[src/rtl/imem_pkg.sv]
// Shared encodings and default widths for the instruction-memory port arbiter.
// Owner tags identify which requester a response belongs to.
package imem_pkg;

    localparam int ADDR_W_DEF = 9;
    localparam int XLEN_DEF   = 32;

    typedef enum logic {
        OWN_FETCH  = 1'b0,
        OWN_LOADER = 1'b1
    } owner_e;

    typedef enum logic {
        ST_OPEN   = 1'b0,
        ST_LOCKED = 1'b1
    } lock_state_e;

endpackage

[src/rtl/imem_addr_check.sv]
// Alignment and range check on a byte address; yields the memory word address.
// The word address is always produced, even when the address is rejected.
module imem_addr_check #(
    parameter int ADDR_W = 9,
    parameter int XLEN   = 32
) (
    input  logic [XLEN-1:0]   addr_i,
    output logic              err_o,
    output logic [ADDR_W-1:0] waddr_o
);

    assign err_o   = (addr_i[1:0] != 2'b00) || (addr_i[XLEN-1:ADDR_W+2] != '0);
    assign waddr_o = addr_i[ADDR_W+1:2];

endmodule

[src/rtl/imem_port_arbiter.sv]
// Arbitrates fetch and loader access to one synchronous-read instruction memory.
// Round-robin on ties, loader burst lock, one-cycle response routing, stall counter.
module imem_port_arbiter
    import imem_pkg::*;
#(
    parameter int ADDR_W = ADDR_W_DEF,
    parameter int XLEN   = XLEN_DEF,
    parameter int CNT_W  = 16
) (
    input  logic              clk,
    input  logic              rst,
    input  logic              f_req,
    input  logic [XLEN-1:0]   f_addr,
    output logic              f_gnt,
    output logic              f_rvalid,
    output logic [XLEN-1:0]   f_rdata,
    output logic              f_err,
    input  logic              l_req,
    input  logic              l_we,
    input  logic [XLEN-1:0]   l_addr,
    input  logic [XLEN-1:0]   l_wdata,
    input  logic              l_lock,
    output logic              l_gnt,
    output logic              l_rvalid,
    output logic [XLEN-1:0]   l_rdata,
    output logic              l_err,
    output logic              m_en,
    output logic              m_we,
    output logic [ADDR_W-1:0] m_addr,
    output logic [XLEN-1:0]   m_wdata,
    input  logic [XLEN-1:0]   m_rdata,
    output logic [CNT_W-1:0]  stall_cnt
);

    lock_state_e      state_q, state_d;
    owner_e           last_q, last_d;
    logic [CNT_W-1:0] stall_q, stall_d;
    logic             rsp_valid_q, rsp_err_q, rsp_we_q;
    owner_e           rsp_owner_q;

    logic              any_gnt;
    logic              addr_err;
    logic [ADDR_W-1:0] word_addr;
    logic [XLEN-1:0]   gnt_addr;
    logic [XLEN-1:0]   rsp_data;

    // The requester that did not own the port last wins a tie.
    always_comb begin
        f_gnt = 1'b0;
        l_gnt = 1'b0;
        if (state_q == ST_LOCKED) begin
            l_gnt = l_req;
        end else if (f_req && l_req) begin
            if (last_q == OWN_LOADER) f_gnt = 1'b1;
            else                      l_gnt = 1'b1;
        end else begin
            f_gnt = f_req;
            l_gnt = l_req;
        end
    end

    assign any_gnt  = f_gnt | l_gnt;
    assign gnt_addr = l_gnt ? l_addr : f_addr;

    imem_addr_check #(
        .ADDR_W (ADDR_W),
        .XLEN   (XLEN)
    ) u_addr_check (
        .addr_i  (gnt_addr),
        .err_o   (addr_err),
        .waddr_o (word_addr)
    );

    assign m_en    = any_gnt & ~addr_err;
    assign m_we    = l_gnt & l_we;
    assign m_addr  = any_gnt ? word_addr : '0;
    assign m_wdata = l_gnt ? l_wdata : '0;

    always_comb begin
        state_d = state_q;
        last_d  = last_q;
        stall_d = stall_q;
        if (l_gnt) state_d = l_lock ? ST_LOCKED : ST_OPEN;
        if (f_gnt)      last_d = OWN_FETCH;
        else if (l_gnt) last_d = OWN_LOADER;
        if (f_req && !f_gnt && (stall_q != '1))
            stall_d = stall_q + {{(CNT_W-1){1'b0}}, 1'b1};
    end

    // Response tag is captured on grant; a pending response is dropped by reset.
    always_ff @(posedge clk or negedge rst) begin
        if (!rst) begin
            state_q     <= ST_OPEN;
            last_q      <= OWN_LOADER;
            stall_q     <= '0;
            rsp_valid_q <= 1'b0;
            rsp_err_q   <= 1'b0;
            rsp_we_q    <= 1'b0;
            rsp_owner_q <= OWN_FETCH;
        end else begin
            state_q     <= state_d;
            last_q      <= last_d;
            stall_q     <= stall_d;
            rsp_valid_q <= any_gnt;
            rsp_err_q   <= addr_err;
            rsp_we_q    <= m_we;
            rsp_owner_q <= l_gnt ? OWN_LOADER : OWN_FETCH;
        end
    end

    assign rsp_data = (rsp_valid_q && !rsp_err_q && !rsp_we_q) ? m_rdata : '0;

    assign f_rvalid = rsp_valid_q && (rsp_owner_q == OWN_FETCH);
    assign l_rvalid = rsp_valid_q && (rsp_owner_q == OWN_LOADER);
    assign f_rdata  = f_rvalid ? rsp_data : '0;
    assign l_rdata  = l_rvalid ? rsp_data : '0;
    assign f_err    = f_rvalid & rsp_err_q;
    assign l_err    = l_rvalid & rsp_err_q;

    assign stall_cnt = stall_q;

endmodule

[config.mk]
export PLATFORM = sky130hd
export DESIGN_NAME = imem_port_arbiter
export DESIGN_NICKNAME = d
export VERILOG_FILES = /design/src/rtl/imem_pkg.sv /design/src/rtl/imem_addr_check.sv /design/src/rtl/imem_port_arbiter.sv
export SDC_FILE = /design/constraint.sdc
export NUM_CORES = 1
export LEC_CHECK = 0
export BUFFER_PORTS_ARGS = -buffer_cell sky130_fd_sc_hd__buf_2
export CAP_MARGIN = 15
export CORE_AREA = 3 3 102 104
export CTS_CLUSTER_SIZE = 16
export DETAILED_ROUTE_END_ITERATION = 7
export DIE_AREA = 0 0 105 107
export PLACE_DENSITY = 0.56
export RECOVER_POWER = 50
export SLEW_MARGIN = 20
export SYNTH_ARGS = -nofsm -noshare
export SYNTH_HDL_FRONTEND = slang
export SYNTH_SLANG_ARGS = --single-unit
[constraint.sdc]
create_clock -name clk -period 1.5 [get_ports clk]
set_input_delay 0.3 -clock clk [delete_from_list [all_inputs] [get_ports clk]]
set_output_delay 0.3 -clock clk [all_outputs]
set_load 0.01 [all_outputs]
Yosys cells after proc, flatten, opt, wreduce, memory -nomap -nowiden
Index checks and enable logic that the tools add are counted.

operators by class
  eq/ne operators = 1
  reductions and logical operators = 14
  $add $sub $neg = 1
  muxes and demuxes = 16
  bitwise operators = 7

operators by type and width
  kind                                                             number
  32-bit 2-to-1 mux                                                5
  21-bit nonzero test                                              1
  16-bit by 1-bit adder with 16-bit output, second input constant  1
  16-bit inequality test, second input constant                    1
  1-bit 2-to-1 mux                                                 10
  9-bit 2-to-1 mux                                                 1
  1-bit logical AND                                                7
  1-bit AND                                                        4
  2-bit nonzero test                                               2
  1-bit logical NOT                                                3
  1-bit inverter                                                   2
  1-bit logical OR                                                 1
  1-bit OR                                                         1

storage, ports and cells
  logic and storage cells = 46
  bits in registers = 22
  output and inout bits = 129

Logic depth before layout (Yosys ltp)
Gate-level depths: netlist of run 1.

  word-level depth = 8
  gate-level depth with buffers = 5

Hierarchy
A second synthesis of run 1 with hierarchy kept.

unflattened totals
  cells, all modules = 264
  area total of the unflattened synthesis = 2255.9 µm²

modules (own cells, without submodules)
  module             instances  cells each  sequential area each (µm²)  area an instance (µm²)
  imem_port_arbiter  1          247         551.8                       2138.3
  imem_addr_check    1          17          0.0                         117.6

Worst setup path before layout of run 1
OpenSTA, ideal clock, no wires.

  kind = register to output
  start point = register last_q
  end point = output m_addr[0]
  data required time = 1.200 ns
  slack = -0.205 ns
  arrival = 1.405 ns
  cell stages (with the launch flop) = 5
  cell sequence = dfstp_2 > nand3b_1 > and2_1 > clkbuf_1 > o21ai_0

on the way
  word-level cells in the longest chain between the ends = 5
  elaborated cells between the ends (all ways) = 9

RTL lines
  what                                           RTL line                                          text
  start: declaration                             imem_port_arbiter.sv:36                           owner_e last_q, last_d;
  start signal: assignment                       imem_port_arbiter.sv:102                          last_q <= last_d;
  1-bit 2-to-1 mux                               imem_port_arbiter.sv:54                           if (last_q == OWN_LOADER) f_gnt = 1'b1;
  1-bit 2-to-1 mux                               imem_port_arbiter.sv:53                           end else if (f_req && l_req) begin
  1-bit 2-to-1 mux                               imem_port_arbiter.sv:51                           if (state_q == ST_LOCKED) begin
  32-bit 2-to-1 mux or 1-bit OR (tied branches)  imem_port_arbiter.sv:63, imem_port_arbiter.sv:62
  9-bit 2-to-1 mux *                             imem_port_arbiter.sv:76                           assign m_addr = any_gnt ? word_addr : '0;
  end: declaration                               imem_port_arbiter.sv:29                           output logic [ADDR_W-1:0] m_addr,

Mark *: on every way between the ends. The rest lies on a longest branch, timed or not.

Worst setup path in the final report of run 1
  start point = register last_q
  end point = output m_addr[4]

Same word-level chain as after synthesis.

==> results of run 1 <==
-- flip-flops by register name, summed over array words and instances, names as in the netlist --
name	count
last_q	1
rsp_err_q	1
rsp_owner_q	1
rsp_valid_q	1
rsp_we_q	1
stall_cnt	16
state_q	1
-- power by group through the flow --
stage / registers [mW] / clock network, mW / logic [mW]
floorplan: 0.881 / 0 / 0.450
global placement: 0.801 / 0 / 1.18
detailed placement: 0.810 / 0 / 1.20
CTS: 0.805 / 0.466 / 1.34
global route: 0.825 / 0.489 / 1.54
finish: 0.809 / 0.439 / 1.44
-- routing by layer --
layer	track usage (%)	share of wire [%]	vias to the layer above
li1	-	-	1537
met3	3.01	6.5	14
met1	19.2	39	1522
met2	31.0	53	159
met4	1.87	1.6	0
met5	0	0	-
-- metrics by stage --
step | hold WS, ns | setup TNS (ns) | instances | area [um^2]
5_1_grt | 0.319 | -47.17 | 709 | 4950
3_3_place_gp | 0.311 | -2.62 | 680 | 3930
4_1_cts | 0.0188 | -36.15 | 699 | 4400
3_5_place_dp | 0.322 | -4.06 | 680 | 3930
2_1_floorplan | 0.00441 | -0.926 | 259 | 2200
6_report | 0.272 | -37.11 | 709 | 4950
-- cell usage after synthesis (2+ instances only) --
library cell,n,area (um^2)
nand4_1,4,25.0
nand2_1,26,97.6
o21ai_0,15,75.1
o21a_1,2,15.0
xor2_1,10,87.6
inv_1,2,7.51
nor3_1,9,45.0
and2_1,67,419
nor2b_1,3,18.8
and3_1,36,225
nand3_1,4,20.0
mux2_2,2,22.5
nor3b_1,4,30.0
dfrtp_1,21,526
nor4_1,11,68.8
and4_1,2,17.5
clkbuf_1,14,52.6
nand4_4,2,42.5
nor2_1,5,18.8
-- cell families after synthesis --
kind of cell    count (synthesis)
buf+inv                        18
mux                             4
fa+ha+maj                       1
xor+xnor                       10
flops                          22
simple gates                  183
compound gates                 21
-- worst max-delay path: cells and delay by family (launching register included) --
kind / cells / cell delay (ns)
AND/OR/NAND/NOR: 3 / 0.36
flip-flops: 1 / 0.54
AO/OA/AOI/OAI: 1 / 0.05
buffers and inverters: 3 / 0.42
-- path summary, 6_finish.rpt --
check,slack [ns],end,depth (start not counted),start
setup / recovery,-0.43,m_addr[4],7,last_q
hold / removal,0.27,stall_cnt[8],1,rst
setup reg to reg,-0.12,stall_cnt[7],6,stall_cnt[0]
hold reg to reg,0.58,stall_cnt[0],2,stall_cnt[0]
max in group asynchronous,0.41,stall_cnt[7],1,rst
min in group clk,0.30,state_q,3,l_lock
-- layout make-up --
cell class	count	area (um^2)
well taps	133	166
fillers	913	4690
inverters	2	7.51
multi-input cells	219	1850
flip-flops and latches	22	556
repair buffers	328	2310
diodes	1	2.50
clock buffers	4	55.1
-- what timing repair did --
item	CTS	global route
resized for setup	65	104
endpoints found under the setup margin	122	124
buffers inserted	11	7
pin swaps	29	43
gates cloned	4	3
==> flow_summary.json, run 1 <==
{
  "cts_buffers": 3,
  "die_y_um": 107,
  "cts.clk_slew.worst_paths_ns": 0.09,
  "setup_viol": 123,
  "slowest_delay_ns": 0.54,
  "synth-simple-area-share_pct": 55.9,
  "cts.sinks": 22,
  "hold_path.class": "input pin to async pin",
  "grt_max_degree": 33,
  "synth_top_family_by_area": "simple AND/OR/NAND/NOR gates",
  "syn2layout_area_growth_pct": 143,
  "synthMuxAreaShare_pct": 2.39,
  "syn_area_per_cell_um2": 7.87,
  "tightestPinTransition_ns": 1.24,
  "synth_area_um2": 2040,
  "p_per_area_nw_per_um2": 543,
  "synth_xor_area_share_pct": 4.29,
  "power_mw": 2.68,
  "synth.distinct_cells": 39,
  "postCtsHoldBufs": 0,
  "fin_crit_sh_pct": 128,
  "cp.arrival_ns": 1.63,
  "track_usage_pct": 16.2,
  "clk_path_buf_depth": 2,
  "fin_skew_ns": 0.00997,
  "numPortBuffers": 262,
  "intPower_mw": 1.72,
  "cts_tree": "built",
  "routedWlPerCell_um": 15.8,
  "path_cells": "nand3b_1 > buf_6 > and2_4 > buf_12 > nand2_2 > o21ai_4 > buf_2",
  "p_leak_nw": 2.72,
  "core_region_area_um2": 9640,
  "crit_type": "register to output port",
  "vias": 3232,
  "syn_inst": 259,
  "timing.fmax_mhz": 519,
  "grt_pass1_vias": 3090,
  "routed_via_density": 4.56,
  "final_util_pct": 51.3,
  "status": "complete, but fails checks",
  "critical_path.max_fanout": 11,
  "switching_power_mw": 0.962,
  "drtIter0Drc": 114,
  "synth_edf_count": 0,
  "final_cell_mix": "205 x buf_2, 75 x buf_6, 51 x and2_4",
  "clk_latency_ns": 0.27,
  "synth-compound-area-share_pct": 6.38,
  "cts-root-buf": "clkbuf_8",
  "ios": 263,
  "dieArea_um2": 11200,
  "rsz0062_at_grt": "yes",
  "nets": 711,
  "maxCapViolations": 0,
  "rows": 36,
  "yosysSeqAreaShare_pct": 27.1,
  "globalplace.congestion": 0.811,
  "clkPwrFrac_pct": 16.3,
  "routed_wl_um": 11200,
  "timing.final.crit_period_ns": 1.93,
  "final_common_cell": "buf_2",
  "crit_path_start_kind": "register",
  "finalHoldViolations": 0,
  "hpwl_um": 8240,
  "grt_first_pass_wirelength_um": 15100,
  "worst_slack_ns": -0.427,
  "start_util_pct": 21.2,
  "drcViolationCount": 0,
  "overflow": 0,
  "worstPathRequired_ns": 1.20,
  "cpMaxStageDelayCell": "dfstp_2",
  "antenna_left": 0,
  "first_pass_iters": 4,
  "dp_slack_ns": -0.215,
  "syn-num-nets": 394,
  "drive_gt1_share_pct": 76.5,
  "die_x_um": 105,
  "cp-end-kind": "output port",
  "max_slew_margin_pct": 17.2,
  "antenna_found_initial": 1,
  "violations": "setup timing",
  "comb_power_share_pct": 53.5,
  "synth_fa_ha_area_share_pct": 0.613,
  "yosys_register_bits": 22,
  "swShare_pct": 35.8,
  "peakVddDrop_uv": 524,
  "htree_num_levels": 1,
  "ys.flop_type": "dfrtp_1",
  "synth_warnings": 0,
  "synthArstFlopShare_pct": 100,
  "sequentialPowerShare_pct": 30.1,
  "drv_slew": 0
}
Note: power is estimated with default switching activity, not from simulation.
==> run 2, diff against run 1 <==
CORE_AREA = 3 3 100 102   (was 3 3 102 104)
CTS_BUF_LIST = sky130_fd_sc_hd__clkbuf_4   (was unset)
DIE_AREA = 0 0 103 105   (was 0 0 105 107)
PLACE_DENSITY = 0.58   (was 0.56)
clock period = 1.7 ns   (was 1.5 ns; I/O delays follow)
==> run 2 against run 1 <==
Compared with the run above: sequential share of layout area increased by 1.0 points; register-to-register slack improved by 0.21 ns; highest routed layer unchanged; critical path depth decreased by 1; clock skew about the same; largest power group unchanged; the flow still finishes with violations (setup timing); critical path type unchanged; clock-buffer cell count decreased by 1; die area decreased by 3.7%; via count decreased by 5.0%.
==> flow_summary.json, run 2 (synthesis results as in run 1) <==
{
  "die_y_um": 105,
  "min_path_cells": 3,
  "placed_area_um2": 3640,
  "routed_wl_um": 10800,
  "syn2layout_area_growth_pct": 121,
  "first_pass_iters": 4,
  "p_per_area_nw_per_um2": 428,
  "core_region_area_um2": 9200,
  "grt_first_pass_wirelength_um": 13700,
  "finalHoldViolations": 0,
  "status": "complete, but fails checks",
  "tightestPinTransition_ns": 0.551,
  "htree_num_levels": 1,
  "vias": 3071,
  "tns_ns": -24.96,
  "finalInstanceArea_um2": 4510,
  "routedWlPerCell_um": 16.3,
  "largest_register_ffs": 16,
  "max_slew_margin_pct": 63.2,
  "nets": 685,
  "cp.arrival_ns": 1.65,
  "final_cell_mix": "198 x buf_2, 63 x buf_6, 57 x and2_4",
  "crit_path_start_kind": "register",
  "reg2reg_depth": 5,
  "antenna_found_initial": 1,
  "fin_skew_ns": 0.00975,
  "p_leak_nw": 2.53,
  "grt_pass1_vias": 2923,
  "crit_type": "register to output port",
  "grt_max_degree": 33,
  "overflow": 0,
  "cts.sinks": 22,
  "drive_gt1_share_pct": 72.1,
  "violations": "setup timing",
  "globalplace.congestion": 0.862,
  "dieArea_um2": 10800,
  "routed_via_density": 4.65,
  "timing.final.crit_period_ns": 1.99,
  "clk_latency_ns": 0.31,
  "comb_power_share_pct": 49.1,
  "fin_hold_ws_ns": 0.244,
  "hpwl_um": 8110,
  "start_util_pct": 22.2,
  "use_met2_pct": 30.9,
  "clk_path_buf_depth": 2,
  "final_util_pct": 49.0,
  "fin_crit_sh_pct": 117,
  "swShare_pct": 37.6,
  "peakVddDrop_uv": 344,
  "rows": 35,
  "intPower_mw": 1.20,
  "cts_buffers": 3,
  "numPortBuffers": 262,
  "clkPwrFrac_pct": 12.8,
  "worst_slack_ns": -0.289,
  "drv_slew": 0,
  "drtIter0Drc": 113,
  "final_common_cell": "buf_2",
  "setup_viol": 110,
  "hold_path.class": "input pin to register",
  "cp-end-kind": "output port",
  "antenna_left": 0,
  "use_met1_pct": 17.1,
  "ios": 263,
  "cts_tree": "built",
  "sequentialPowerShare_pct": 38.0,
  "cts-root-buf": "clkbuf_4",
  "switching_power_mw": 0.725,
  "drcViolationCount": 0,
  "critical_path.max_fanout": 7,
  "track_usage_pct": 15.5,
  "rsz0062_at_grt": "yes",
  "die_x_um": 103,
  "grt_util_met3_pct": 2.14,
  "busiest_layer": "met2",
  "worstPathRequired_ns": 1.36,
  "timing.fmax_mhz": 503,
  "maxCapViolations": 0,
  "cts.clk_slew.worst_paths_ns": 0.12
}
[run 2: cell types whose count changed in the layout (fill, tap and decap cells not counted), moves of 5 or more]
cell / change
nand2_2: -7
o21ai_4: -9
and2_1: -6
nand2_1: +7
nor3_1: +5
buf_4: -13
buf_2: -7
buf_6: -12
and2_4: +6
o21ai_2: +5
[run 2: path summary, 6_finish.rpt]
| path | start | end | slack (ns) |
|---|---|---|---|
| max | rsp_owner_q | l_rdata[16] | -0.29 |
| min | l_lock | state_q | 0.24 |
| max reg2reg | last_q | stall_cnt[10] | 0.09 |
| min reg2reg | stall_cnt[4] | stall_cnt[4] | 0.57 |
| max in group asynchronous | rst | last_q | 0.78 |
| min in group asynchronous | rst | stall_cnt[6] | 0.53 |
[run 2: area by class of cell]
class / count / area (um^2)
fillers: 859 / 4690
diodes: 1 / 2.50
flip-flops and latches: 22 / 552
clock buffers: 3 / 22.5
clock inverters: 1 / 3.75
repair buffers: 302 / 2120
multi-input cells: 219 / 1660
well taps: 111 / 139
inverters: 2 / 7.51
[run 2: per-stage QoR]
stage,power (mW),setup slack [ns],cells
after global placement,1.58,-0.116,642
final,1.93,-0.289,661
after detailed placement,1.59,-0.0390,642
after CTS,1.87,-0.249,652
after floorplan,1.10,-0.0447,259
after global routing,2.07,-0.376,661
[run 2: layer usage]
layer	vias up	part of all wire, %
li1	1483	-
met1	1413	37
met2	163	54
met3	12	7.5
met4	0	1.2
met5	-	0
[run 2: power groups by stage]
| stage | clock, mW | sequential, mW | combinational, mW |
|---|---|---|---|
| 6_report | 0.247 | 0.734 | 0.948 |
| 5_1_grt | 0.280 | 0.750 | 1.04 |
| 4_1_cts | 0.252 | 0.734 | 0.886 |
| 3_5_place_dp | 0 | 0.740 | 0.852 |
| 3_3_place_gp | 0 | 0.733 | 0.849 |
| 2_1_floorplan | 0 | 0.773 | 0.329 |
[run 2: repair_timing]
action,in CTS,in global routing
setup endpoints to repair,109,112
resized for setup,51,125
gates cloned,3,4
buffers inserted,2,5
pin swaps,24,30
endpoints found under the hold margin,11,0
hold buffers,1,0
[run 2: worst max-delay path, cell delays in order (launching register included)]
cell	delay, ns
dfrtp_1	0.40
and2_4	0.15
nor3b_4	0.22
buf_12	0.17
buf_6	0.12
and2_1	0.14
buf_2	0.14
